[config.mk]
export PLATFORM = sky130hd
export DESIGN_NAME = pattern_match_tracker
export DESIGN_NICKNAME = d
export VERILOG_FILES = /design/src/rtl/pattern_match_tracker.sv
export SDC_FILE = /design/constraint.sdc
export NUM_CORES = 1
export LEC_CHECK = 0
export BUFFER_PORTS_ARGS = -buffer_cell sky130_fd_sc_hd__buf_2
export CAP_MARGIN = 20
export CORE_ASPECT_RATIO = 0.7
export CORE_MARGIN = 4
export CORE_UTILIZATION = 40
export DETAILED_ROUTE_END_ITERATION = 6
export GPL_ROUTABILITY_DRIVEN = 0
export PLACE_DENSITY_LB_ADDON = 0.05
export SLEW_MARGIN = 15
export SYNTH_ARGS = -nofsm -noshare
export SYNTH_HDL_FRONTEND = slang
export SYNTH_HIERARCHICAL = 1
export SYNTH_SLANG_ARGS = --single-unit
[constraint.sdc]
create_clock -name CLK -period 1.9 [get_ports CLK]
set_input_delay 0.095 -clock CLK [delete_from_list [all_inputs] [get_ports CLK]]
set_output_delay 0.095 -clock CLK [all_outputs]
set_load 0.01 [all_outputs]
[src/rtl/pattern_match_tracker.sv]
// Debounces per-sample pattern-match flags into a LOCK/SEARCH decision with hysteresis,
// plus match statistics. Define PATTERN_MATCH_TRACKER_STAMP_EN to add the lock sample stamp.
module pattern_match_tracker #(
    parameter int LOCK_CNT   = 4,
    parameter int UNLOCK_CNT = 2,
    parameter int CNT_W      = 16
) (
    input  logic             CLK,
    input  logic             RST,
    input  logic             VALID_IN,
    input  logic             MATCH_IN,
    input  logic             CLR,
    output logic             LOCKED,
    output logic             LOCK_PULSE,
    output logic             LOSS_PULSE,
    output logic [7:0]       RUN_LEN,
`ifdef PATTERN_MATCH_TRACKER_STAMP_EN
    output logic [31:0]      LOCK_STAMP,
`endif
    output logic [CNT_W-1:0] MATCH_TOTAL
);

    typedef enum logic [0:0] {
        SEARCH = 1'b0,
        LOCK   = 1'b1
    } state_t;

    localparam logic [7:0]       LOCK_C    = 8'(LOCK_CNT);
    localparam logic [7:0]       UNLOCK_C  = 8'(UNLOCK_CNT);
    localparam logic [CNT_W-1:0] TOTAL_MAX = {CNT_W{1'b1}};
    localparam logic [CNT_W-1:0] TOTAL_ONE = CNT_W'(1'b1);

    state_t           state_r, state_nxt_s;
    logic [7:0]       run_r, run_nxt_s, run_inc_s;
    logic [7:0]       miss_r, miss_nxt_s;
    logic [CNT_W-1:0] total_r, total_nxt_s;
    logic             locked_r, locked_nxt_s;
    logic             lock_pulse_r, lock_pulse_nxt_s;
    logic             loss_pulse_r, loss_pulse_nxt_s;
`ifdef PATTERN_MATCH_TRACKER_STAMP_EN
    logic [31:0]      sample_idx_r, sample_idx_nxt_s;
    logic [31:0]      lock_stamp_r, lock_stamp_nxt_s;
`endif

    // Next-state, statistics and pulse decode for one sample
    always_comb begin
        state_nxt_s      = state_r;
        run_nxt_s        = run_r;
        miss_nxt_s       = miss_r;
        total_nxt_s      = total_r;
        lock_pulse_nxt_s = 1'b0;
        loss_pulse_nxt_s = 1'b0;
        run_inc_s        = (run_r == 8'hFF) ? run_r : run_r + 8'd1;

        if (VALID_IN) begin
            if (MATCH_IN) begin
                run_nxt_s   = run_inc_s;
                total_nxt_s = (total_r == TOTAL_MAX) ? total_r : total_r + TOTAL_ONE;
            end else begin
                run_nxt_s   = 8'd0;
            end

            case (state_r)
                SEARCH: begin
                    if (MATCH_IN && (run_inc_s >= LOCK_C)) begin
                        state_nxt_s      = LOCK;
                        lock_pulse_nxt_s = 1'b1;
                        miss_nxt_s       = 8'd0;
                    end else begin
                        state_nxt_s      = SEARCH;
                    end
                end
                LOCK: begin
                    if (MATCH_IN) begin
                        miss_nxt_s       = 8'd0;
                    end else if (miss_r == (UNLOCK_C - 8'd1)) begin
                        // Enough consecutive misses: fall back to searching
                        state_nxt_s      = SEARCH;
                        loss_pulse_nxt_s = 1'b1;
                        miss_nxt_s       = 8'd0;
                    end else begin
                        miss_nxt_s       = miss_r + 8'd1;
                    end
                end
                default: begin
                    state_nxt_s = SEARCH;
                    miss_nxt_s  = 8'd0;
                end
            endcase
        end else begin
            state_nxt_s = state_r;
        end

        locked_nxt_s = (state_nxt_s == LOCK);
    end

`ifdef PATTERN_MATCH_TRACKER_STAMP_EN
    // Sample index advance and lock stamp capture
    always_comb begin
        sample_idx_nxt_s = sample_idx_r;
        lock_stamp_nxt_s = lock_stamp_r;
        if (VALID_IN) begin
            sample_idx_nxt_s = sample_idx_r + 32'd1;
        end else begin
            sample_idx_nxt_s = sample_idx_r;
        end
        if (lock_pulse_nxt_s) begin
            lock_stamp_nxt_s = sample_idx_r;
        end else begin
            lock_stamp_nxt_s = lock_stamp_r;
        end
    end

    // Stamp registers; CLR clears like reset and discards the concurrent sample
    always_ff @(posedge CLK) begin
        if (RST || CLR) begin
            sample_idx_r <= 32'd0;
            lock_stamp_r <= 32'd0;
        end else begin
            sample_idx_r <= sample_idx_nxt_s;
            lock_stamp_r <= lock_stamp_nxt_s;
        end
    end

    assign LOCK_STAMP = lock_stamp_r;
`endif

    // State and output registers; CLR clears like reset and discards the concurrent sample
    always_ff @(posedge CLK) begin
        if (RST || CLR) begin
            state_r      <= SEARCH;
            run_r        <= 8'd0;
            miss_r       <= 8'd0;
            total_r      <= {CNT_W{1'b0}};
            locked_r     <= 1'b0;
            lock_pulse_r <= 1'b0;
            loss_pulse_r <= 1'b0;
        end else begin
            state_r      <= state_nxt_s;
            run_r        <= run_nxt_s;
            miss_r       <= miss_nxt_s;
            total_r      <= total_nxt_s;
            locked_r     <= locked_nxt_s;
            lock_pulse_r <= lock_pulse_nxt_s;
            loss_pulse_r <= loss_pulse_nxt_s;
        end
    end

    assign LOCKED      = locked_r;
    assign LOCK_PULSE  = lock_pulse_r;
    assign LOSS_PULSE  = loss_pulse_r;
    assign RUN_LEN     = run_r;
    assign MATCH_TOTAL = total_r;

    pattern_match_tracker_chk #(
        .LOCK_CNT   (LOCK_CNT),
        .UNLOCK_CNT (UNLOCK_CNT),
        .CNT_W      (CNT_W)
    ) u_chk (
        .CLK        (CLK),
        .RST        (RST),
        .lock_pulse (lock_pulse_r),
        .loss_pulse (loss_pulse_r)
    );

endmodule

// Simulation checker: parameter legality and pulse exclusivity.
module pattern_match_tracker_chk #(
    parameter int LOCK_CNT   = 4,
    parameter int UNLOCK_CNT = 2,
    parameter int CNT_W      = 16
) (
    input logic CLK,
    input logic RST,
    input logic lock_pulse,
    input logic loss_pulse
);

    // Per-cycle legality checks
    always @(posedge CLK) begin
        assert ((LOCK_CNT >= 1) && (LOCK_CNT <= 255))
            else $error("pattern_match_tracker: LOCK_CNT %0d outside 1..255", LOCK_CNT);
        assert ((UNLOCK_CNT >= 1) && (UNLOCK_CNT <= 255))
            else $error("pattern_match_tracker: UNLOCK_CNT %0d outside 1..255", UNLOCK_CNT);
        assert (CNT_W >= 1)
            else $error("pattern_match_tracker: CNT_W %0d must be positive", CNT_W);
        if (!RST) begin
            assert (!(lock_pulse && loss_pulse))
                else $error("pattern_match_tracker: lock and loss pulses together");
        end
    end

endmodule

# Word level (Yosys, flattened, before mapping)
# Cells that the tools add are included.
# word_totals
inputBits	5
output_inout_bits	27
regBits	35
elab_cells	34
# op_classes
magnitude_cmp	1
mux	11
reduce_logical	6
bitwise	3
n_addsub	3
eq_ne	4
# op_table
cell	n
$mux 8	5
$add 16x1->16 const B	1
$add 8x1->8 const B	2
$eq 16x16->1 const B	1
$pmux 8 s2	1
$eq 8x1->1 const B	1
$eq 8x8->1 const B	1
$ge 8x3->1 const B	1
$mux 1	4
$reduce_or 4->1	1
$not 1->1	3
$reduce_and 3->1	1
$reduce_or 3->1	1
$ne 2x2->1 const B	1
$pmux 1 s2	1
$reduce_and 2->1	1
$logic_and 1x1->1	1
$logic_or 1x1->1	1

# Longest topological paths before layout
# depth
word_depth	6
ltp_mapped	8
depth_no_buf	8

# Worst setup path before layout
# OpenSTA, ideal clock, no wires.
# synth_path
path_type	flip-flop to flip-flop
from	register run_r[0], in the netlist RUN_LEN[0]
to	register miss_r[4]
path_stages_with_launch	9
arrival_ns	1.816
n_path_buf	1
required_time_ns	1.786
setup_slack_ns	-0.030
setup_ns	0.114
cell_sequence	dfxtp_1 > ha_1 > buf_6 > nand3_2 > o21a_1 > o22ai_1 > o21bai_4 > a22o_1 > a21o_1
# synth_via
elab_chain_cells	6
# synth_rtl
item	line	rtl
from (decl)	34	logic [7:0] run_r, run_nxt_s, run_inc_s;
from (signal assigned)	140	run_r <= run_nxt_s;
$add 8x1->8 / $eq 8x8->1 (equally long branches)	53	run_inc_s = (run_r == 8'hFF) ? run_r : run_r + 8'd1;
$mux 8 *	53	
$ge 8x3->1 *	65	if (MATCH_IN && (run_inc_s >= LOCK_C)) begin
$logic_and 1x1->1 *	65	
$ne 2x2->1 (no line) *	--	
$reduce_and 2->1 (no line) *	--	
to (signal assigned)	141	miss_r <= miss_nxt_s;
to (decl)	35	logic [7:0] miss_r, miss_nxt_s;
# Mark *: on every way between the ends. The rest lies on a longest branch, timed or not.
# A chain may end at the register's enable or synchronous reset.

# Final worst setup path
# layout_path
from	register run_r[0], in the netlist RUN_LEN[0]
to	register miss_r[7]
# Same word-level chain as after synthesis.

==> results.sh <==
export IMPL_crit_family="compound AO/OA/AOI/OAI gates"
export IMPL_seq_power_share=0.561
export IMPL_hold_depth=4
export IMPL_cts_hold_fix_buffers=0
export IMPL_clock_fmax_ghz=0.540
export IMPL_finalCriticalPeriod_ns=1.85
export IMPL_synth_distinct_cells=48
export IMPL_vias=1792
export IMPL_worst_hold_startpoint="RST"
export IMPL_clock_skew_final_ns=0.00734
export IMPL_cts_root_buf="clkbuf_8"
export IMPL_routed_wirelength_microns=4630
export IMPL_finalPower_w=0.00131
export IMPL_drtIter0Drc=66
export IMPL_top_layer="met4"
export IMPL_finalSetupViolCount=0
export IMPL_r2r_cells=7
export IMPL_synthTopCellsByArea="dfxtp_1 37%, nor2_1 6.1%, xor2_1 5.1%"
export IMPL_die_h_microns=65.7
export IMPL_hold_path_end="RUN_LEN[5]$_SDFFE_PP0P_"
export IMPL_drv_slew=0
export IMPL_cp_slowest_stage_delay_ns=0.37
export IMPL_drv_cap=0
export IMPL_arrival_ns=2.06
export IMPL_cts_sinks=35
export IMPL_pin_count=32
export IMPL_yosys_warnings=6
export IMPL_most_common_layout_cells="31 x dfxtp_1, 31 x nor2_1, 31 x buf_2, 22 x nand2_1, 17 x nand3_1"
export IMPL_cts_tree="yes"
export IMPL_cts_buffer_depth=2
export IMPL_endpoint_kind="flip-flop"
export IMPL_grt_overflow_total=0
export IMPL_r2r_start="RUN_LEN[0]$_SDFFE_PP0P_"
export IMPL_setup_worst_path_class="flip-flop to flip-flop"
export IMPL_drtPass1Iterations=4
export IMPL_grt_max_degree=27
export IMPL_synth_cells=227
export IMPL_fp_row_count=20
export IMPL_via_per_inst=5.50
export IMPL_grt_pass1_vias=1617
export IMPL_max_slew_margin_rel=0.672
export IMPL_fin_crit_sh=0.975
export IMPL_ant_nets=0
export IMPL_syn_nets=236
export IMPL_synth_largest_area_cell="dfxtp_1"
export IMPL_path_cells="ha_2 > buf_4 > o41ai_1 > o22ai_2 > o21bai_2 > a21oi_1 > nor3_2"
export IMPL_place_inst=317
export IMPL_status="complete, no violations"
export IMPL_ys_flop_type="dfxtp_1"
export IMPL_syn_avg_cell_area_sq_um=8.39
export IMPL_critPathBufInv=1
export IMPL_met2_length_microns=1890
export IMPL_worst_skew_pair_late_latency_ns=0.29
export IMPL_drc_errors=0
export IMPL_fin_setup_tns_ns=0
export IMPL_reg2reg_to="miss_r[7]$_SDFFE_PP0P_"
export IMPL_cts_setup_buffers=0
export IMPL_n_fill_cell=449
export IMPL_powerDensity_nw_per_um2=577
export IMPL_chipWidth_microns=90.5
export IMPL_ys_seq_area_frac=0.368
export IMPL_rrSetupSlack_ns=0.05
export IMPL_finalHoldViolations=0
export IMPL_power_switching_w=0.000302
export IMPL_p_leak_nw=0.931
export IMPL_drive_gt1_frac=0.266
export IMPL_critical_path_depth=7
export IMPL_worstMarginPinSlew_ns=0.492
export IMPL_final_cells=326
export IMPL_initial_core_util=0.425
export IMPL_min_path_type="primary input to flip-flop"
export IMPL_p_int_w=0.00101
export IMPL_wl_per_cell_microns=14.2
export IMPL_port_buffer_count=31
export IMPL_syn_area_sq_um=1910
export IMPL_post_route_util=0.509
export IMPL_area_growth_pct=19.6
export IMPL_clk_pin_slew_worst_paths_ns=0.07
export IMPL_cp_slowest_cell="o41ai_1"
export IMPL_n_antenna_cell=0
export IMPL_core_sq_um=4480
export IMPL_grt_antenna_before_repair=0
export IMPL_wl_met1_microns=2450
export IMPL_synth_edf_count=0
export IMPL_hold_ws_ns=0.0948
export IMPL_startpoint_type="flip-flop"
export IMPL_grt_pass1_wl_microns=7690
export IMPL_htree_num_levels=2
export IMPL_rsz0062_at_grt="true"
export IMPL_grtUsageTotal=0.161
export IMPL_layout_nets=279
export IMPL_crit_fanout=6
export IMPL_pwr_share_clk=0.394
export IMPL_wl_met3_microns=268
export IMPL_switching_share=0.230
export IMPL_synthArstFlopShare=0
export IMPL_netlist_area_leader_share=0.368
export IMPL_fp_dieArea_sq_um=5950
export IMPL_ys_ff_latch=35
export IMPL_irDropWorstVdd_mv=0.335
export IMPL_cts_buffers=5
export IMPL_dpl_hpwl_microns=3250
export IMPL_crit_required_ns=2.11
export IMPL_combPwrFrac=0.045
worst min-delay path, cell delays in order:
cell     delay, ns
buf_2         0.08
nor2_1        0.05
o21ai_0       0.07
a21oi_1       0.04
worst max path at each step:
stage | startpoint | endpoint | slack, ns
after detailed placement | RUN_LEN[0]$_SDFFE_PP0P_ | miss_r[2]$_SDFFE_PP0P_ | -0.02
after floorplan | RUN_LEN[0]$_SDFFE_PP0P_ | miss_r[4]$_SDFFE_PP0P_ | 0.07
after global routing | RUN_LEN[0]$_SDFFE_PP0P_ | miss_r[2]$_SDFFE_PP0P_ | -0.06
after global placement | RUN_LEN[0]$_SDFFE_PP0P_ | miss_r[4]$_SDFFE_PP0P_ | 0.01
final | RUN_LEN[0]$_SDFFE_PP0P_ | miss_r[7]$_SDFFE_PP0P_ | 0.05
after CTS | RUN_LEN[0]$_SDFFE_PP0P_ | miss_r[2]$_SDFFE_PP0P_ | 0.03
layer usage:
layer | vias to the layer above | track usage
met1 | 843 | 0.237
met4 | 0 | 0.0515
met3 | 5 | 0.0469
met2 | 40 | 0.221
li1 | 904 | -
met5 | - | 0
power groups by stage:
stage	clock network [W]	logic, W	registers, W
after detailed placement	0	0.0000589	0.000754
after global placement	0	0.0000585	0.000754
after floorplan	0	0.0000351	0.000755
final	0.000518	0.0000598	0.000737
after CTS	0.000542	0.0000593	0.000737
after global routing	0.000575	0.0000668	0.000737
flip-flops by register name, summed over array words and instances, names as in the netlist:
name and count:
LOCKED 1, LOCK_PULSE 1, LOSS_PULSE 1, miss_r 8, MATCH_TOTAL 16, RUN_LEN 8
cells in the mapped netlist, drive strengths merged, types with 2 or more instances:
cell    instances
nor3b           2
a22o            2
nor2           31
o21bai          2
nand2b          3
a211oi          4
nand4           6
o22ai           2
and3            9
o21ai           8
xor2           11
clkbuf          5
mux2i           3
nand3          19
ha              4
o41ai           3
dfxtp          35
a31o            2
a21o            2
a21oi          10
nand2          23
buf             7
nor3           10
xnor2           3
a31oi           2
inv             4
a41oi           2
and2            2
through the flow:
stage / cell area (sq um) / setup WS (ns)
3_5_place_dp: 2170 / -0.0150
6_report: 2280 / 0.0466
4_1_cts: 2250 / 0.0314
2_1_floorplan: 1910 / 0.0697
5_1_grt: 2280 / -0.0614
3_3_place_gp: 2170 / 0.0125
cell families (layout without fill, tap and decap cells):
group	Yosys count	in the layout	synth area share
compound gates	46	47	0.188
xor+xnor	14	14	0.0643
fa+ha+maj	4	4	0.0263
buf+inv	16	59	0.0519
flops	35	35	0.368
mux	3	3	0.0158
simple gates	109	109	0.286
timing repair:
action,in CTS,in global routing
pin swaps,0,1
setup endpoints to repair,3,8
gates cloned,0,1
gates resized for setup,1,5
endpoints found under the hold margin,0,0
layout make-up:
cell class	count	area (sq um)	share of cell area
Clock buffer	7	76.3	0.0335
Clock inverter	1	5.00	0.00220
Inverter	4	15.0	0.00659
Multi-Input combinational cell	177	1130	0.497
Sequential cell	35	706	0.310
Tap cell	55	68.8	0.0302
Timing Repair Buffer	47	275	0.121
Power figures use the tool's default switching activity.
